<file path="src/rtl/cello_tt_pkg.sv">
// cello_tt_pkg: shared FSM states, table width and index-to-bit mapping for the truth table sweeper
package cello_tt_pkg;
  localparam int TT_W = 8;
  typedef enum logic [1:0] {IDLE, SETTLE, SAMPLE, DONE} tt_state_t;
  function automatic logic [2:0] bit_pos(input logic [2:0] idx);
    return ~idx;
  endfunction
endpackage

</file>
<file path="src/rtl/tt_settle_timer.sv">
// tt_settle_timer: settle countdown; load sets SETTLE_CYCLES-1, enable counts down, expired at 0 (ports clk, rst, load, enable, expired)
module tt_settle_timer #(
  parameter int SETTLE_CYCLES = 4
) (
  input  logic clk,
  input  logic rst,
  input  logic load,
  input  logic enable,
  output logic expired
);
  logic [7:0] cnt;
  assign expired = cnt == 8'd0;
  always_ff @(posedge clk)
    if (rst) cnt <= 8'd0;
    else if (load) cnt <= 8'(SETTLE_CYCLES - 1);
    else if (enable && !expired) cnt <= cnt - 8'd1;
endmodule

</file>
<file path="src/rtl/truth_table_sweeper.sv">
// truth_table_sweeper: drives all 8 input combinations of a 3-input gate and records its truth table (ports clk, rst, start, abort, dut_out, in1..in3, busy, done, table_out, match)
module truth_table_sweeper
  import cello_tt_pkg::*;
#(
  parameter int SETTLE_CYCLES = 4,
  parameter logic [TT_W-1:0] EXPECTED = 8'h4E
) (
  input  logic            clk,
  input  logic            rst,
  input  logic            start,
  input  logic            abort,
  input  logic            dut_out,
  output logic            in1,
  output logic            in2,
  output logic            in3,
  output logic            busy,
  output logic            done,
  output logic [TT_W-1:0] table_out,
  output logic            match
);
  tt_state_t state_q, state_d;
  logic [2:0] idx_q;
  logic [TT_W-1:0] work_q;
  logic load, enable, expired, go;
  tt_settle_timer #(.SETTLE_CYCLES(SETTLE_CYCLES)) u_timer (
    .clk(clk), .rst(rst), .load(load), .enable(enable), .expired(expired)
  );
  assign go = (state_q == IDLE) && start && !abort;
  always_comb begin
    state_d = state_q;
    load = 1'b0;
    enable = 1'b0;
    case (state_q)
      IDLE: begin
        state_d = go ? SETTLE : IDLE;
        load = go;
      end
      SETTLE: begin
        state_d = abort ? IDLE : expired ? SAMPLE : SETTLE;
        enable = 1'b1;
      end
      SAMPLE: begin
        state_d = abort ? IDLE : (idx_q == 3'd7) ? DONE : SETTLE;
        load = !abort && idx_q != 3'd7;
      end
      default: state_d = IDLE;
    endcase
  end
  always_ff @(posedge clk)
    if (rst) begin
      state_q <= IDLE;
      idx_q <= 3'd0;
      work_q <= '0;
      table_out <= '0;
      match <= 1'b0;
    end else begin
      state_q <= state_d;
      if (go) begin
        idx_q <= 3'd0;
        work_q <= '0;
      end
      if (state_q == SAMPLE && !abort) begin
        work_q[bit_pos(idx_q)] <= dut_out;
        if (idx_q != 3'd7) idx_q <= idx_q + 3'd1;
      end
      if (state_q == DONE) begin
        table_out <= work_q;
        match <= work_q == EXPECTED;
      end
    end
  assign busy = state_q == SETTLE || state_q == SAMPLE;
  assign done = state_q == DONE;
  assign {in1, in2, in3} = busy ? idx_q : 3'd0;
endmodule

</file>
<file path="config.mk">
export PLATFORM = sky130hd
export DESIGN_NAME = truth_table_sweeper
export DESIGN_NICKNAME = d
export VERILOG_FILES = /design/src/rtl/cello_tt_pkg.sv /design/src/rtl/tt_settle_timer.sv /design/src/rtl/truth_table_sweeper.sv
export SDC_FILE = /design/constraint.sdc
export NUM_CORES = 1
export LEC_CHECK = 0
export CAP_MARGIN = 20
export CORE_AREA = 3 3 53 60
export CTS_BUF_LIST = sky130_fd_sc_hd__clkbuf_8
export DETAILED_ROUTE_END_ITERATION = 8
export DIE_AREA = 0 0 56 63
export HOLD_SLACK_MARGIN = 0.06
export PLACE_DENSITY_LB_ADDON = 0.25
export SETUP_SLACK_MARGIN = 0.05
export SYNTH_ARGS = -nofsm -noshare
export SYNTH_HDL_FRONTEND = slang
export SYNTH_SLANG_ARGS = --single-unit
export TNS_END_PERCENT = 20
</file>
<file path="constraint.sdc">
create_clock -name clk -period 2.1 [get_ports clk]
set_input_delay 0.21 -clock clk [delete_from_list [all_inputs] [get_ports clk]]
set_output_delay 0.21 -clock clk [all_outputs]
set_load 0.01 [all_outputs]
</file>
==> flow_metrics.env <==
export IMPL_finClkSkew_ns=0.005631
export IMPL_first_pass_iters=4
export IMPL_switching_share=0.2094
export IMPL_outcome="complete, no violations"
export IMPL_finalWorstPathRequiredPeriod_ns=1.928
export IMPL_syn_nets=170
export IMPL_ys_top_cells_by_area="dfxtp_1, ha_1, a21oi_1, mux2i_1, nor2_1"
export IMPL_num_fill_cells=229
export IMPL_critPathArrivalTime_ns=1.72
export IMPL_pwr_share_comb=0.073
export IMPL_die_x_um=56
export IMPL_post_route_period_util=0.9180
export IMPL_slew_headroom=0.6248
export IMPL_die_h_um=63
export IMPL_peakVddDrop_v=0.0005606
export IMPL_synth_cell_area_um2=1413
export IMPL_portBuffers=18
export IMPL_hp_class="reg2reg"
export IMPL_async_flop_share=0
export IMPL_worst_slew_pin_slew_ns=0.5486
export IMPL_gp_congestion=0.8511
export IMPL_start_util=0.5227
export IMPL_syn_area_per_cell_um2=8.941
export IMPL_finalSetupViolCount=0
export IMPL_ios=19
export IMPL_worstSetupStartpointType="register"
export IMPL_finalMaxSlewViolations=0
export IMPL_end_kind="output pin"
export IMPL_postLayoutCoreUtil=0.6477
export IMPL_totalWireLength_um=2819
export IMPL_synth_most_common_cell="dfxtp_1"
export IMPL_required_ns=1.89
export IMPL_synth_top_area_share=0.4252
export IMPL_postRouteAntennaNets=0
export IMPL_yosysSeqAreaShare=0.4252
export IMPL_ff2ff_setup_slack_ns=0.24
export IMPL_whs_ns=0.4730
export IMPL_antenna_found_initial=0
export IMPL_grt_pass1_vias=1132
export IMPL_cts_tree="built"
export IMPL_cts_made_buffers=5
export IMPL_p_switching_w=0.0002645
export IMPL_syn_instance_count=158
export IMPL_wl_per_cell_um=13.23
export IMPL_synth_common_cells="dfxtp_1, nor2_1, a21oi_1, mux2i_1"
export IMPL_ys_warn_count=0
export IMPL_clock_latency_ns=0.28
export IMPL_final_layout_size_suffix_gt1_frac=0.1000
export IMPL_power_density_nw_per_um2=721.5
export IMPL_die_area_um2=3528
export IMPL_cell_internal_pwr_w=0.0009985
export IMPL_globalRouteOverflowTotal=0
export IMPL_rsz0062_at_grt="false"
export IMPL_pwr_share_seq=0.463
export IMPL_hold_viol_final=0
export IMPL_vias=1203
export IMPL_dp_hpwl_um=2036
export IMPL_num_rows=20
export IMPL_diodes=0
export IMPL_cts_buffer_depth=2
export IMPL_grtUsageTotal=0.1790
export IMPL_hold_buffers=0
export IMPL_path_class="reg2out"
export IMPL_p_leak_nw=0.6181
export IMPL_synth_top_area_cell="dfxtp_1"
export IMPL_fmax_mhz=518.7
export IMPL_num_nets_final=192
export IMPL_worstPathMaxFanout=4
export IMPL_path_clk_slew_ns=0.06
export IMPL_drc=0
export IMPL_pwr_share_clk=0.464
export IMPL_coreArea_um2=2703
export IMPL_cts_htree_levels=2
export IMPL_cts_setup_buffers=0
export IMPL_drt_initial_drc_count=28
export IMPL_yosysUniqueCellTypes=36
export IMPL_syn_to_final_growth_pct=23.92
export IMPL_clock_sinks=30
export IMPL_via_per_inst=5.648
export IMPL_max_cap_violations=0
export IMPL_setup_tns_ns=0
export IMPL_synth_edff_count=0
export IMPL_ys_ff_latch=30
export IMPL_ys_flop_type="dfxtp_1"
export IMPL_cts_resized=0
export IMPL_grt_pass1_wl_um=4974
export IMPL_cts_root_buffer="clkbuf_8"
export IMPL_grt_start_max_net_pins=21
## layout make-up
| class | count | area [um2] | share of cell area |
|---|---|---|---|
| multi-input cells | 117 | 770.7 | 0.4403 |
| flip-flops and latches | 30 | 600.6 | 0.3431 |
| repair buffers | 22 | 210.2 | 0.1201 |
| clock buffers | 6 | 82.58 | 0.04718 |
| well taps | 33 | 41.29 | 0.02359 |
| clock inverters | 1 | 30.03 | 0.01716 |
| inverters | 4 | 15.01 | 0.008578 |
## sequential cells by signal (all words and copies together) (netlist names)
signal	cells
idx_q	3
match	1
state_q	2
table_out	8
u_timer.cnt	8
work_q	8
## metal layers
layer	global-route usage	wire length (um)
met4	0.06528	42
met2	0.2865	1307
met5	0	0
met3	0.05785	143
met1	0.2234	1326
## per-stage QoR
stage	area, um2	power, W	cells	worst slack, ns
2_1_floorplan	1413	0.0006593	158	0.2053
5_1_grt	1750	0.001311	213	0.09848
3_5_place_dp	1638	0.0006896	206	0.2425
6_report	1750	0.001263	213	0.1722
4_1_cts	1750	0.001270	213	0.1682
3_3_place_gp	1638	0.0006836	206	0.2968
## placed cells by master, fill, tap and decap left out, types with 2 or more instances in the layout
master,synthesis,layout
or3_1,2,2
nor4_1,2,2
mux2i_1,8,8
a21oi_1,17,17
nor3_1,3,3
clkdlybuf4s50_1,0,18
nand2b_1,7,7
o211ai_1,7,7
nand2_1,5,5
nand4_1,3,3
nor2_1,19,19
and2_1,4,4
buf_4,0,4
o311ai_0,2,2
ha_1,7,7
nor2b_1,3,3
a22oi_1,2,2
clkbuf_8,0,6
inv_1,4,4
dfxtp_1,30,30
xnor2_1,3,3
nand3_1,7,7
## power groups by stage
stage | sequential, W | combinational, W | clock, W
3_5_place_dp | 0.000597 | 0.0000922 | 0
3_3_place_gp | 0.000597 | 0.0000868 | 0
2_1_floorplan | 0.000595 | 0.0000640 | 0
5_1_grt | 0.000586 | 0.000105 | 0.000620
4_1_cts | 0.000585 | 0.0000925 | 0.000593
6_report | 0.000585 | 0.0000924 | 0.000586
## path summary, 6_finish.rpt
| check | start | endpoint | depth (start not counted) |
|---|---|---|---|
| setup reg to reg | u_timer.cnt[2] | u_timer.cnt[7] | 4 |
| hold reg to reg | match | match | 2 |
| setup / recovery | state_q[0] | in3 | 4 |
| hold / removal | match | match | 2 |
## worst max-delay path, cell delays in order (launching register included)
cell,delay (ns)
dfxtp_1,0.36
inv_1,0.08
ha_1,0.33
and2_1,0.14
clkdlybuf4s50_1,0.53
## cell families (layout without fill, tap and decap cells)
family | Yosys count | in the layout | share of synthesized area
AOI/OAI and AO/OA | 35 | 35 | 0.1585
and+or+nand+nor | 62 | 62 | 0.2356
xor gates and xnor gates | 4 | 4 | 0.02481
buffers and inverters | 11 | 33 | 0.02923
adders and majority gates | 7 | 7 | 0.06200
muxes | 9 | 9 | 0.06466
DFF | 30 | 30 | 0.4252
Power figures use the tool's default switching activity.
